[src/rtl/bali_pkg.sv]
// Shared definitions for the bytecode core front end: fetch FSM states and
// the argument-count width reported by the decoder.
package bali_pkg;

  localparam int ARGC_W = 2;

  typedef enum logic [2:0] {
    S_FETCH = 3'd0,
    S_OP    = 3'd1,
    S_ARG1  = 3'd2,
    S_ARG2  = 3'd3,
    S_ISSUE = 3'd4
  } fetch_state_t;

  // The decoder reports 3 for unsupported opcodes; those are still consumed
  // as two-argument instructions so the PC stays aligned with the stream.
  function automatic logic [ARGC_W-1:0] eff_argc(input logic [ARGC_W-1:0] argc);
    return (argc == ARGC_W'(3)) ? ARGC_W'(2) : argc;
  endfunction

endpackage

[src/rtl/bytecode_fetch_if.sv]
// Fetch-stage bus bundle: program memory port, decoder lookup, instruction
// hand-off to the executor, and the executor's redirect request.
interface bytecode_fetch_if #(
  parameter int ADDR_W = 16
);

  // program memory
  logic [ADDR_W-1:0]             mem_addr;
  logic [7:0]                    mem_rd_data;
  // decoder lookup
  logic [7:0]                    dec_opcode;
  logic [bali_pkg::ARGC_W-1:0]   dec_argc;
  // instruction hand-off
  logic                          instr_valid;
  logic                          instr_ready;
  logic [7:0]                    instr_opcode;
  logic [15:0]                   instr_arg;
  logic [ADDR_W-1:0]             instr_pc;
  logic                          instr_err;
  // redirect
  logic                          jump_en;
  logic [ADDR_W-1:0]             jump_target;

  // fetch stage side
  modport master (
    output mem_addr, dec_opcode,
    output instr_valid, instr_opcode, instr_arg, instr_pc, instr_err,
    input  mem_rd_data, dec_argc, instr_ready, jump_en, jump_target
  );

  // memory / decoder / executor side
  modport slave (
    input  mem_addr, dec_opcode,
    input  instr_valid, instr_opcode, instr_arg, instr_pc, instr_err,
    output mem_rd_data, dec_argc, instr_ready, jump_en, jump_target
  );

endinterface

[src/rtl/bytecode_fetch.sv]
// Bytecode instruction fetch: reads the opcode byte, asks the decoder how many
// argument bytes follow, gathers them, and presents one assembled instruction
// to the executor. Owns the PC and honours executor redirects.
module bytecode_fetch
  import bali_pkg::*;
#(
  parameter int              ADDR_W   = 16,
  parameter logic [ADDR_W-1:0] RESET_PC = '0
) (
  input  logic             clk,
  input  logic             rst,
  bytecode_fetch_if.master bus
);

  fetch_state_t       state_reg, state_next;
  logic [ADDR_W-1:0]  pc_reg;
  logic [7:0]         opcode_reg;
  logic [7:0]         b1_reg;
  logic [ARGC_W-1:0]  argc_reg;
  logic               err_reg;

  logic [7:0]         instr_opcode_reg;
  logic [15:0]        instr_arg_reg;
  logic [ADDR_W-1:0]  instr_pc_reg;
  logic               instr_err_reg;

  logic [ARGC_W-1:0]  argc_eff;
  logic               handshake;
  logic               load_issue;
  logic [7:0]         issue_opcode;
  logic [15:0]        issue_arg;
  logic               issue_err;

  assign argc_eff  = eff_argc(bus.dec_argc);
  assign handshake = (state_reg == S_ISSUE) && bus.instr_ready;

  // The decoder sees the opcode straight from memory while it is being read,
  // and the latched copy for the rest of the instruction.
  assign bus.dec_opcode = (state_reg == S_OP) ? bus.mem_rd_data : opcode_reg;

  assign bus.instr_valid  = (state_reg == S_ISSUE);
  assign bus.instr_opcode = instr_opcode_reg;
  assign bus.instr_arg    = instr_arg_reg;
  assign bus.instr_pc     = instr_pc_reg;
  assign bus.instr_err    = instr_err_reg;

  // Next-state selection for the fetch sequence.
  always_comb begin
    state_next = state_reg;
    case (state_reg)
      S_FETCH: state_next = S_OP;
      S_OP:    state_next = (argc_eff == '0) ? S_ISSUE : S_ARG1;
      S_ARG1:  state_next = (argc_reg >= ARGC_W'(2)) ? S_ARG2 : S_ISSUE;
      S_ARG2:  state_next = S_ISSUE;
      S_ISSUE: state_next = bus.instr_ready ? S_FETCH : S_ISSUE;
      default: state_next = S_FETCH;
    endcase
  end

  // Memory address: opcode at pc, then arguments at pc+1 / pc+2 (wrapping).
  // Outside the read states the address parks on pc so nothing moves while
  // an instruction waits for the executor.
  always_comb begin
    bus.mem_addr = pc_reg;
    case (state_reg)
      S_OP:    bus.mem_addr = pc_reg + ADDR_W'(1);
      S_ARG1:  bus.mem_addr = pc_reg + ADDR_W'(2);
      default: bus.mem_addr = pc_reg;
    endcase
  end

  // Assemble the outgoing instruction on the cycle its last byte arrives.
  always_comb begin
    load_issue   = 1'b0;
    issue_opcode = opcode_reg;
    issue_arg    = 16'h0000;
    issue_err    = err_reg;
    case (state_reg)
      S_OP: begin
        if (argc_eff == '0) begin
          load_issue   = 1'b1;
          issue_opcode = bus.mem_rd_data;
          issue_err    = 1'b0;
        end
      end
      S_ARG1: begin
        if (argc_reg < ARGC_W'(2)) begin
          load_issue = 1'b1;
          issue_arg  = {8'h00, bus.mem_rd_data};
        end
      end
      S_ARG2: begin
        load_issue = 1'b1;
        issue_arg  = {b1_reg, bus.mem_rd_data};
      end
      default: load_issue = 1'b0;
    endcase
  end

  // State, PC and instruction registers; reset beats redirect beats handshake.
  always_ff @(posedge clk) begin
    if (rst) begin
      state_reg        <= S_FETCH;
      pc_reg           <= RESET_PC;
      opcode_reg       <= 8'h00;
      b1_reg           <= 8'h00;
      argc_reg         <= '0;
      err_reg          <= 1'b0;
      instr_opcode_reg <= 8'h00;
      instr_arg_reg    <= 16'h0000;
      instr_pc_reg     <= RESET_PC;
      instr_err_reg    <= 1'b0;
    end else if (bus.jump_en) begin
      // Whatever was in flight is dropped, including a pending hand-off.
      state_reg     <= S_FETCH;
      pc_reg        <= bus.jump_target;
      err_reg       <= 1'b0;
      instr_err_reg <= 1'b0;
    end else begin
      state_reg <= state_next;
      if (state_reg == S_OP) begin
        opcode_reg <= bus.mem_rd_data;
        argc_reg   <= argc_eff;
        err_reg    <= (bus.dec_argc == ARGC_W'(3));
      end
      if (state_reg == S_ARG1) begin
        b1_reg <= bus.mem_rd_data;
      end
      if (load_issue) begin
        instr_opcode_reg <= issue_opcode;
        instr_arg_reg    <= issue_arg;
        instr_pc_reg     <= pc_reg;
        instr_err_reg    <= issue_err;
      end
      if (handshake) begin
        pc_reg        <= pc_reg + ADDR_W'(1) + ADDR_W'(argc_reg);
        instr_err_reg <= 1'b0;
      end
    end
  end

endmodule

[src/flat_wrapper.sv]
// flat-port wrapper written by rule: the top's interface ports become plain ports
module bytecode_fetch_flat import bali_pkg::*;
#(
  parameter int              ADDR_W   = 16,
  parameter logic [ADDR_W-1:0] RESET_PC = '0
)
  (clk, rst, bus_mem_addr, bus_dec_opcode, bus_instr_valid, bus_instr_opcode, bus_instr_arg, bus_instr_pc, bus_instr_err, bus_mem_rd_data, bus_dec_argc, bus_instr_ready, bus_jump_en, bus_jump_target);
  bytecode_fetch_if #(.ADDR_W(ADDR_W)) bus_i ();
  input  logic clk;
  input  logic rst;
  output wire logic [$bits(bus_i.mem_addr)-1:0] bus_mem_addr;
  output wire logic [$bits(bus_i.dec_opcode)-1:0] bus_dec_opcode;
  output wire logic [$bits(bus_i.instr_valid)-1:0] bus_instr_valid;
  output wire logic [$bits(bus_i.instr_opcode)-1:0] bus_instr_opcode;
  output wire logic [$bits(bus_i.instr_arg)-1:0] bus_instr_arg;
  output wire logic [$bits(bus_i.instr_pc)-1:0] bus_instr_pc;
  output wire logic [$bits(bus_i.instr_err)-1:0] bus_instr_err;
  input wire logic [$bits(bus_i.mem_rd_data)-1:0] bus_mem_rd_data;
  input wire logic [$bits(bus_i.dec_argc)-1:0] bus_dec_argc;
  input wire logic [$bits(bus_i.instr_ready)-1:0] bus_instr_ready;
  input wire logic [$bits(bus_i.jump_en)-1:0] bus_jump_en;
  input wire logic [$bits(bus_i.jump_target)-1:0] bus_jump_target;
  assign bus_mem_addr = bus_i.mem_addr;
  assign bus_dec_opcode = bus_i.dec_opcode;
  assign bus_instr_valid = bus_i.instr_valid;
  assign bus_instr_opcode = bus_i.instr_opcode;
  assign bus_instr_arg = bus_i.instr_arg;
  assign bus_instr_pc = bus_i.instr_pc;
  assign bus_instr_err = bus_i.instr_err;
  assign bus_i.mem_rd_data = bus_mem_rd_data;
  assign bus_i.dec_argc = bus_dec_argc;
  assign bus_i.instr_ready = bus_instr_ready;
  assign bus_i.jump_en = bus_jump_en;
  assign bus_i.jump_target = bus_jump_target;
  bytecode_fetch #(.ADDR_W(ADDR_W), .RESET_PC(RESET_PC)) u_core (.clk(clk), .rst(rst), .bus(bus_i));
endmodule
[config.mk]
export PLATFORM = sky130hd
export DESIGN_NAME = bytecode_fetch_flat
export DESIGN_NICKNAME = d
export VERILOG_FILES = /design/src/rtl/bali_pkg.sv /design/src/rtl/bytecode_fetch_if.sv /design/src/rtl/bytecode_fetch.sv /design/src/flat_wrapper.sv
export SDC_FILE = /design/constraint.sdc
export NUM_CORES = 1
export LEC_CHECK = 0
export CORE_MARGIN = 10
export CORE_UTILIZATION = 45
export DETAILED_ROUTE_END_ITERATION = 16
export PLACE_DENSITY = 0.74
export SETUP_SLACK_MARGIN = 0.5
export SLEW_MARGIN = 30
export SYNTH_ARGS = -nofsm -noshare
export SYNTH_HDL_FRONTEND = slang
export SYNTH_SLANG_ARGS = --single-unit
[constraint.sdc]
create_clock -name clk -period 2.3 [get_ports clk]
set_input_delay 0.345 -clock clk [delete_from_list [all_inputs] [get_ports clk]]
set_output_delay 0.345 -clock clk [all_outputs]
set_load 0.02 [all_outputs]
After elaboration in Yosys (flattened, before gate mapping)
Cells that the tools add are included.
Storage, ports and cells
  register bits after elaboration: 79
  output and inout bits: 66
  word-level logic and storage cells: 48
Operators by class
  add/sub/neg operators: 3
  order comparisons: 2
  equal/unequal tests: 5
  muxes and demuxes: 18
  bitwise operators: 1
  reductions and logical operators: 9
Operators by type and width (number)
  16-bit one-hot mux with 2 select lines: 2
  16-bit two-way mux: 2
  8-bit two-way mux: 4
  16-bit by 1-bit adder with 16-bit output (second input constant): 1
  16-bit by 2-bit adder with 16-bit output: 1
  16-bit by 2-bit adder with 16-bit output (second input constant): 1
  3-bit one-hot mux with 5 select lines: 1
  3-bit two-way mux: 3
  3-bit by 2-bit == test with 1-bit output (second input constant): 2
  2-bit AND reduction: 3
  1-bit two-way mux: 4
  3-bit by 1-bit == test with 1-bit output (second input constant): 1
  3-bit == test (second input constant): 1
  3-bit zero test: 1
  1-bit one-hot mux with 3 select lines: 1
  3-bit OR reduction: 1
  2-bit == test (second input constant): 1
  2-bit >= comparator (second input constant): 1
  2-bit zero test: 1
  2-bit < comparator (second input constant): 1
  2-bit two-way mux: 1
  2-bit nonzero test: 1
  2-bit OR reduction: 1
  1-bit logical AND: 1
  1-bit NOT: 1

Longest topological paths before layout
Gate-level depths: netlist of the first run.
  depth in word-level cells: 6
  depth in mapped cells: 10

Worst setup path before layout of the first run
No wires, ideal clock.
  kind: register to output
  start: register u_core.pc_reg[1]
  end: output port bus_mem_addr[15]
  data arrival time: 2.144 ns
  required time: 1.955 ns
  path slack: -0.189 ns
  stages on the path, launching flop included: 7
  buffers on the path: 0
  cells stage by stage: dfxtp_1 > ha_1 > nand3_1 > or3_2 > a211oi_1 > nand4_1 > xnor2_1
On the way
  cells in the longest elaborated chain, start to end: 2
  elaborated cells on any way between the ends: 3
Ends and longest elaborated chain
  start: declaration: line bytecode_fetch.sv:16  | logic [ADDR_W-1:0] pc_reg;
  start signal: assignment: line bytecode_fetch.sv:116  | pc_reg <= bus.jump_target;
  start signal: assignment: line bytecode_fetch.sv:136  | pc_reg <= pc_reg + ADDR_W'(1) + ADDR_W'(argc_reg);
  16-bit by 2-bit adder with 16-bit output / 16-bit by 1-bit adder with 16-bit output (equally long branches): line bytecode_fetch.sv:67, bytecode_fetch.sv:66
  16-bit one-hot mux with 2 select lines *: line bytecode_fetch.sv:65  | case (state_reg)
  end: declaration: line flat_wrapper.sv:11  | output wire logic [$bits(bus_i.mem_addr)-1:0] bus_mem_addr;
Every way passes the cells marked *; elsewhere a longest branch is shown, timed or not.

Worst setup path after layout of the first run
  start: register u_core.pc_reg[2]
  end: output port bus_mem_addr[13]
Same word-level chain as after synthesis.

==> results of run 1 <==
layout by cell type (no fill, tap or decap), types with 18 or more instances in the layout:
cell,synthesis,layout
a21oi_1,71,34
clkdlybuf4s50_1,0,67
dfxtp_1,79,67
nand2_2,0,21
nor2_1,50,26
buf_4,0,105
buf_6,11,51
nor2_4,0,18
nand2_1,133,87
a21oi_2,0,35
nand2_4,1,26
cell type report:
cell class              instances  area share [%]
flip-flops and latches         79            19.9
inverters                       7           0.401
clock inverters                 7           0.956
well taps                     129            1.99
clock buffers                   9            1.53
multi-input cells             436            45.1
repair buffers                247            30.2
cell usage after synthesis (all sizes together), types with 11 or more instances:
| cell | number | area, um2 |
|---|---|---|
| mux2i | 12 | 120 |
| xnor2 | 25 | 219 |
| clkbuf | 16 | 73.8 |
| dfxtp | 79 | 1580 |
| a21oi | 71 | 355 |
| o21ai | 11 | 55.1 |
| nor2 | 50 | 188 |
| nand2 | 134 | 510 |
| a211oi | 14 | 105 |
| buf | 24 | 189 |
| nand3 | 30 | 160 |
how the worst min path moves through the flow:
stage | startpoint | end | slack (ns) | cells after the start
global route | rst | u_core.bus.instr_arg[10]$_SDFFE_PP0P_ | 0.36 | 2
finish | rst | u_core.bus.instr_arg[10]$_SDFFE_PP0P_ | 0.35 | 2
floorplan | u_core.err_reg$_SDFFE_PP0P_ | u_core.err_reg$_SDFFE_PP0P_ | 0.43 | 2
global placement | u_core.bus.instr_arg[5]$_SDFFE_PP0P_ | u_core.bus.instr_arg[5]$_SDFFE_PP0P_ | 0.44 | 2
detailed placement | u_core.bus.instr_arg[9]$_SDFFE_PP0P_ | u_core.bus.instr_arg[9]$_SDFFE_PP0P_ | 0.44 | 2
CTS | rst | u_core.bus.instr_arg[11]$_SDFFE_PP0P_ | 0.36 | 2
cell families (layout without fill, tap and decap cells):
family	after synthesis	after routing	share of synthesized area [%]
XOR/XNOR	34	34	6.91
buffers and inverters	47	270	6.71
multiplexers	12	12	2.79
AO/OA/AOI/OAI	120	123	17.1
AND/OR/NAND/NOR	261	261	27.9
flip-flops	79	79	36.7
adder cells (fa/ha/maj)	6	6	1.86
layer usage:
metal	global-route usage (%)	wire (um)
met1	30.6	8420
met2	44.2	10900
met3	5.95	2530
met4	11.7	1970
met5	0	0
critical path, delay by kind of cell (launching register included):
kind | cells | cell delay, ns
and+or+nand+nor | 4 | 0.73
DFF | 1 | 0.39
buffers and inverters | 2 | 0.32
AOI/OAI and AO/OA | 1 | 0.23
adders and majority gates | 1 | 0.14
xor gates and xnor gates | 1 | 0.13
power breakdown:
group / switching, mW / internal, mW
combinational: 0.481 / 0.412
sequential: 0.0503 / 1.40
clock: 0.687 / 0.518
metrics by stage:
| step | std cells | area [um2] |
|---|---|---|
| 4_1_cts | 887 | 7290 |
| 5_1_grt | 914 | 8110 |
| 6_report | 914 | 8110 |
| 3_5_place_dp | 834 | 6080 |
| 3_3_place_gp | 834 | 6080 |
| 2_1_floorplan | 559 | 4570 |
repair_timing:
action                                  in CTS  in global routing
buffers inserted                            27                 26
hold buffers                                 0                  0
gates cloned                                10                  1
pin swaps                                   73                 82
endpoints found under the setup margin      83                101
resized for setup                          289                147
==> flow_metrics.tcl, run 1 <==
set metrics [dict create \
    status "finished with violations" \
    violations "negative setup slack" \
    end_kind "primary output" \
    hold_viol 0 \
    crit_chain "ha_4 > nand4_1 > nor4_4 > nor2_2 > a211oi_4 > buf_4 > nand2_1 > xnor2_2 > buf_4" \
    hold_ws_ns 0.347 \
    synth_area_um2 4310 \
    rows 35 \
    start_kind "flop" \
    reg2regPathDepth 11 \
    crit_top_cell "buf_4" \
    yosys_warnings 0 \
    grt_usage_pct 26.1 \
    clock_skew_ns 0.0320 \
    place_ws_ns -0.307 \
    fin_total_pwr_mw 3.55 \
    via_per_inst 6.40 \
    nets 815 \
    synth_nets 594 \
    antennaDiodeCount 0 \
    io_buffer_count 95 \
    criticalPathCategory "reg2out" \
    p_leak_nw 3.18 \
    die_w_um 118 \
    drive_gt1_share_pct 52.7 \
    worstMarginPinSlew_ns 0.582 \
    dpl.hpwl_um 11100 \
    die_area_um2 13900 \
    nFillCells 409 \
    drt_iter0_markers 698 \
    via_count 5854 \
    grt_pass1_vias 5388 \
    crit_start "u_core.pc_reg[2]$_SDFFE_PP0P_" \
    ys_ff_latch 79 \
    synth-main-ff-cell "dfxtp_1" \
    setup_tns_ns -5.23 \
    worst_slack_ns -0.380 \
    cp_data_arrival_time_ns 2.33 \
    cts_buffer_depth 2 \
    routabilityCongestion 0.942 \
    synthCells 559 \
    p_per_area_nw_per_um2 438 \
    ys_seq_area_share_pct 36.7 \
    wl_per_cell_um 26.1 \
    grt_overflow_total 0 \
    rsz0062_at_grt "yes" \
    slowest_stage "dfxtp_4" \
    avgSynthCellArea_um2 7.71 \
    crit_end "bus_mem_addr[13]" \
    cts_tree "built" \
    fmax_mhz 373 \
    synth_cell_type_count 53 \
    worstSkewPairLatency_ns 0.40 \
    postSynth.asyncResetShare_pct 0 \
    syn2layout_area_growth_pct 88.2 \
    min_period_over_period_pct 117 \
    worstPathRequired_ns 1.96 \
    final_max_slew_viol_count 0 \
    reg2reg_to "u_core.pc_reg[13]$_SDFFE_PP0P_" \
    r2r-start "u_core.pc_reg[2]$_SDFFE_PP0P_" \
    grt_max_degree 34 \
    hold_class "in2reg" \
    remaining_drc_errors 0 \
    setup_viol 38 \
    max_cap_viol_count 0 \
    final-seq-area_um2 1610 \
    ant_nets 0 \
    multi_input_area_um2 3660 \
    clock-sinks 79 \
    grt_antenna_before_repair 0 \
    initial_core_util_pct 46.4 \
    die_y_um 118 \
    slew-limit-headroom_pct 60.8 \
    cp_slowest_stage_delay_ns 0.39 \
    cts_root_buf "clkbuf_8" \
    synth-edff-count 0 \
    clk_pin_slew_ns 0.13 \
    pin_count 96 \
    drt_wl_total_um 23900 \
    post-route-util_pct 87.4 \
    grt_pass1_wl_um 29500 \
    dr.pass1.iters 5 \
    cts_buffers 9 \
    worst-path-max-fanout 3 \
    coreArea_um2 9280 \
    fin_crit_ns 2.68 \
    cts_htree_levels 3 \
    rrSetupSlack_ns -0.37 \
    peakVddDrop_mv 0.319 \
]
(Power assumes the default switching activity.)
==> inputs of run 2 (changes only) <==
--- a/config.mk
+++ b/config.mk
@@ -6,9 +6,9 @@
 export NUM_CORES = 1
 export LEC_CHECK = 0
 export CORE_MARGIN = 10
-export CORE_UTILIZATION = 45
+export CORE_UTILIZATION = 46
 export DETAILED_ROUTE_END_ITERATION = 16
-export PLACE_DENSITY = 0.74
+export PLACE_DENSITY = 0.76
 export SETUP_SLACK_MARGIN = 0.5
 export SLEW_MARGIN = 30
 export SYNTH_ARGS = -nofsm -noshare
==> run 2 against run 1 <==
Net effect:
- the flow still finishes with violations (negative setup slack)
- largest power group unchanged
- sequential power hardly changed
- fmax is 0.61% lower
- sequential cell count stayed put
- highest routed layer unchanged
- global-route usage is 1.1 points higher
- clock power is 12% lower
- utilization is 0.90 points lower
- cell count is 3.1% lower
- sequential share of layout area is 0.27 points higher
- wire length is 2.1% lower
- clock skew is 0.017 ns lower
- critical path type unchanged
- non-clock buffer count is 10 lower
==> flow_metrics.tcl, run 2 (synthesized netlist as in run 1, its figures left out) <==
set metrics [dict create \
    cts_buffers 9 \
    drt_iter0_markers 832 \
    setup_viol 69 \
    pin_count 96 \
    crit_chain "buf_4 > nand3_1 > nor4_4 > xnor2_1 > o32ai_1 > buf_4 > clkdlybuf4s15_2" \
    via_per_inst 6.54 \
    final-seq-area_um2 1600 \
    grt_usage_pct 27.2 \
    end_kind "primary output" \
    worst_slack_ns -0.396 \
    worstPathRequired_ns 1.96 \
    grt_overflow_total 0 \
    multi_input_area_um2 3580 \
    crit_start "u_core.pc_reg[6]$_SDFFE_PP0P_" \
    dr.pass1.iters 5 \
    cp_slowest_stage_delay_ns 0.47 \
    syn2layout_area_growth_pct 84.5 \
    nFillCells 422 \
    fin_total_pwr_mw 3.39 \
    rows 35 \
    worstMarginPinSlew_ns 0.741 \
    initial_core_util_pct 46.9 \
    peakVddDrop_mv 0.285 \
    slew-limit-headroom_pct 50.6 \
    cp_data_arrival_time_ns 2.35 \
    max_cap_viol_count 0 \
    rsz0062_at_grt "yes" \
    worstSkewPairLatency_ns 0.38 \
    cts_htree_levels 3 \
    status "finished with violations" \
    via_count 5798 \
    fmax_mhz 371 \
    slowest_stage "dfxtp_1" \
    layout_common_cells "buf_4, nand2_1, dfxtp_1, clkdlybuf4s50_1, buf_6" \
    die_area_um2 13600 \
    crit_top_cell "buf_4" \
    drive_gt1_share_pct 51.7 \
    dpl.hpwl_um 10900 \
    grt_antenna_before_repair 0 \
    final_common_cell "buf_4" \
    final_max_slew_viol_count 0 \
    r2r-start "u_core.pc_reg[6]$_SDFFE_PP0P_" \
    place_ws_ns -0.357 \
    clock_skew_ns 0.0149 \
    path_delay_family "buffers and inverters" \
    fin_crit_ns 2.70 \
    hold_viol 0 \
    io_buffer_count 95 \
    rrSetupSlack_ns -0.34 \
    start_kind "flop" \
    grt_max_degree 25 \
    die_w_um 117 \
    critPathBufInv 3 \
    wl_per_cell_um 26.4 \
    ant_nets 0 \
    min_period_over_period_pct 117 \
    grt_pass1_wl_um 28900 \
    drt_wl_total_um 23400 \
    cts_buffer_depth 2 \
    clk_pin_slew_ns 0.10 \
    nets 805 \
    die_y_um 117 \
    grt_pass1_vias 5319 \
    p_per_area_nw_per_um2 426 \
    cts_root_buf "clkbuf_8" \
    remaining_drc_errors 0 \
    p_leak_nw 3.00 \
    hold_class "in2reg" \
    worstHoldStart "rst" \
    criticalPathCategory "reg2out" \
    antennaDiodeCount 0 \
    coreArea_um2 9200 \
    routabilityCongestion 0.944 \
    violations "negative setup slack" \
    worst-path-max-fanout 9 \
    clock-sinks 79 \
    cts_tree "built" \
]
run 2: changes by cell type in the layout (fill, tap and decap cells not counted), sizes merged:
cell	change
buf	-11
bufinv	-1
clkbuf	+2
clkdlybuf4s15	+1
clkdlybuf4s50	+2
clkinv	-1
clkinvlp	-1
dlymetal6s2s	-2
inv	+1
run 2: layer usage:
layer | GRT usage, % | up-vias | part of all wire, %
li1 | - | 2342 | -
met1 | 32.9 | 2684 | 34
met2 | 46.3 | 563 | 45
met3 | 4.99 | 209 | 12
met4 | 11.7 | 0 | 8.8
met5 | 0 | - | 0
run 2: layout make-up:
type,instances,area share [%]
multi-input combinational,436,45.1
timing repair buffer,237,30.4
sequential,79,20.1
clock buffer,11,1.78
tap,111,1.75
clock inverter,5,0.504
inverter,7,0.362
run 2: timing repair:
action                                  in CTS  in global routing
pin swaps                                   97                 66
buffers inserted                            27                 16
cloned                                      11                  1
endpoints found under the setup margin      81                100
hold buffers                                 0                  0
gates resized for setup                    308                108
run 2: power breakdown:
| part | switching (mW) | total [mW] | internal (mW) | leakage (nW) |
|---|---|---|---|---|
| combinational | 0.482 | 0.890 | 0.409 | 2.25 |
| clock | 0.610 | 1.05 | 0.436 | 0.0962 |
| sequential | 0.0479 | 1.45 | 1.40 | 0.646 |
| total | 1.14 | 3.39 | 2.25 | 3.00 |
run 2: path summary, 6_finish.rpt:
| check | to | cells past startpoint |
|---|---|---|
| setup / recovery | bus_mem_addr[12] | 7 |
| hold / removal | u_core.bus.instr_arg[9]$_SDFFE_PP0P_ | 2 |
| setup reg to reg | u_core.pc_reg[15]$_SDFFE_PP0P_ | 9 |
| hold reg to reg | u_core.bus.instr_pc[2]$_SDFFE_PP0P_ | 2 |
run 2: metrics by stage:
stage	setup TNS (ns)	cells	hold slack [ns]	area, um2	util [%]
after CTS	-0.996	869	0.355	7360	80.1
after global placement	-2.38	815	0.437	6040	65.6
final	-11.79	886	0.403	7950	86.5
after detailed placement	-2.72	815	0.447	6040	65.6
after global routing	-13.97	886	0.439	7950	86.5
after floorplan	0	559	0.429	4570	-
run 2: worst register-to-register path: stages (launching register included):
cell and delay, ns:
dfxtp_1 0.47, buf_4 0.26, nand3_1 0.19, nor4_4 0.30
xnor2_1 0.14, buf_4 0.17, nor4_4 0.33, nand4b_1 0.16
xnor2_1 0.16, a2111oi_2 0.35
==> inputs of run 3 (changes only) <==
--- a/config.mk
+++ b/config.mk
@@ -10,7 +10,7 @@
 export DETAILED_ROUTE_END_ITERATION = 16
 export PLACE_DENSITY = 0.76
 export SETUP_SLACK_MARGIN = 0.5
-export SLEW_MARGIN = 30
+export SLEW_MARGIN = 25
 export SYNTH_ARGS = -nofsm -noshare
 export SYNTH_HDL_FRONTEND = slang
 export SYNTH_SLANG_ARGS = --single-unit
==> results of run 3 <==
Final layout, timing and power as in run 2 (identical DEF).
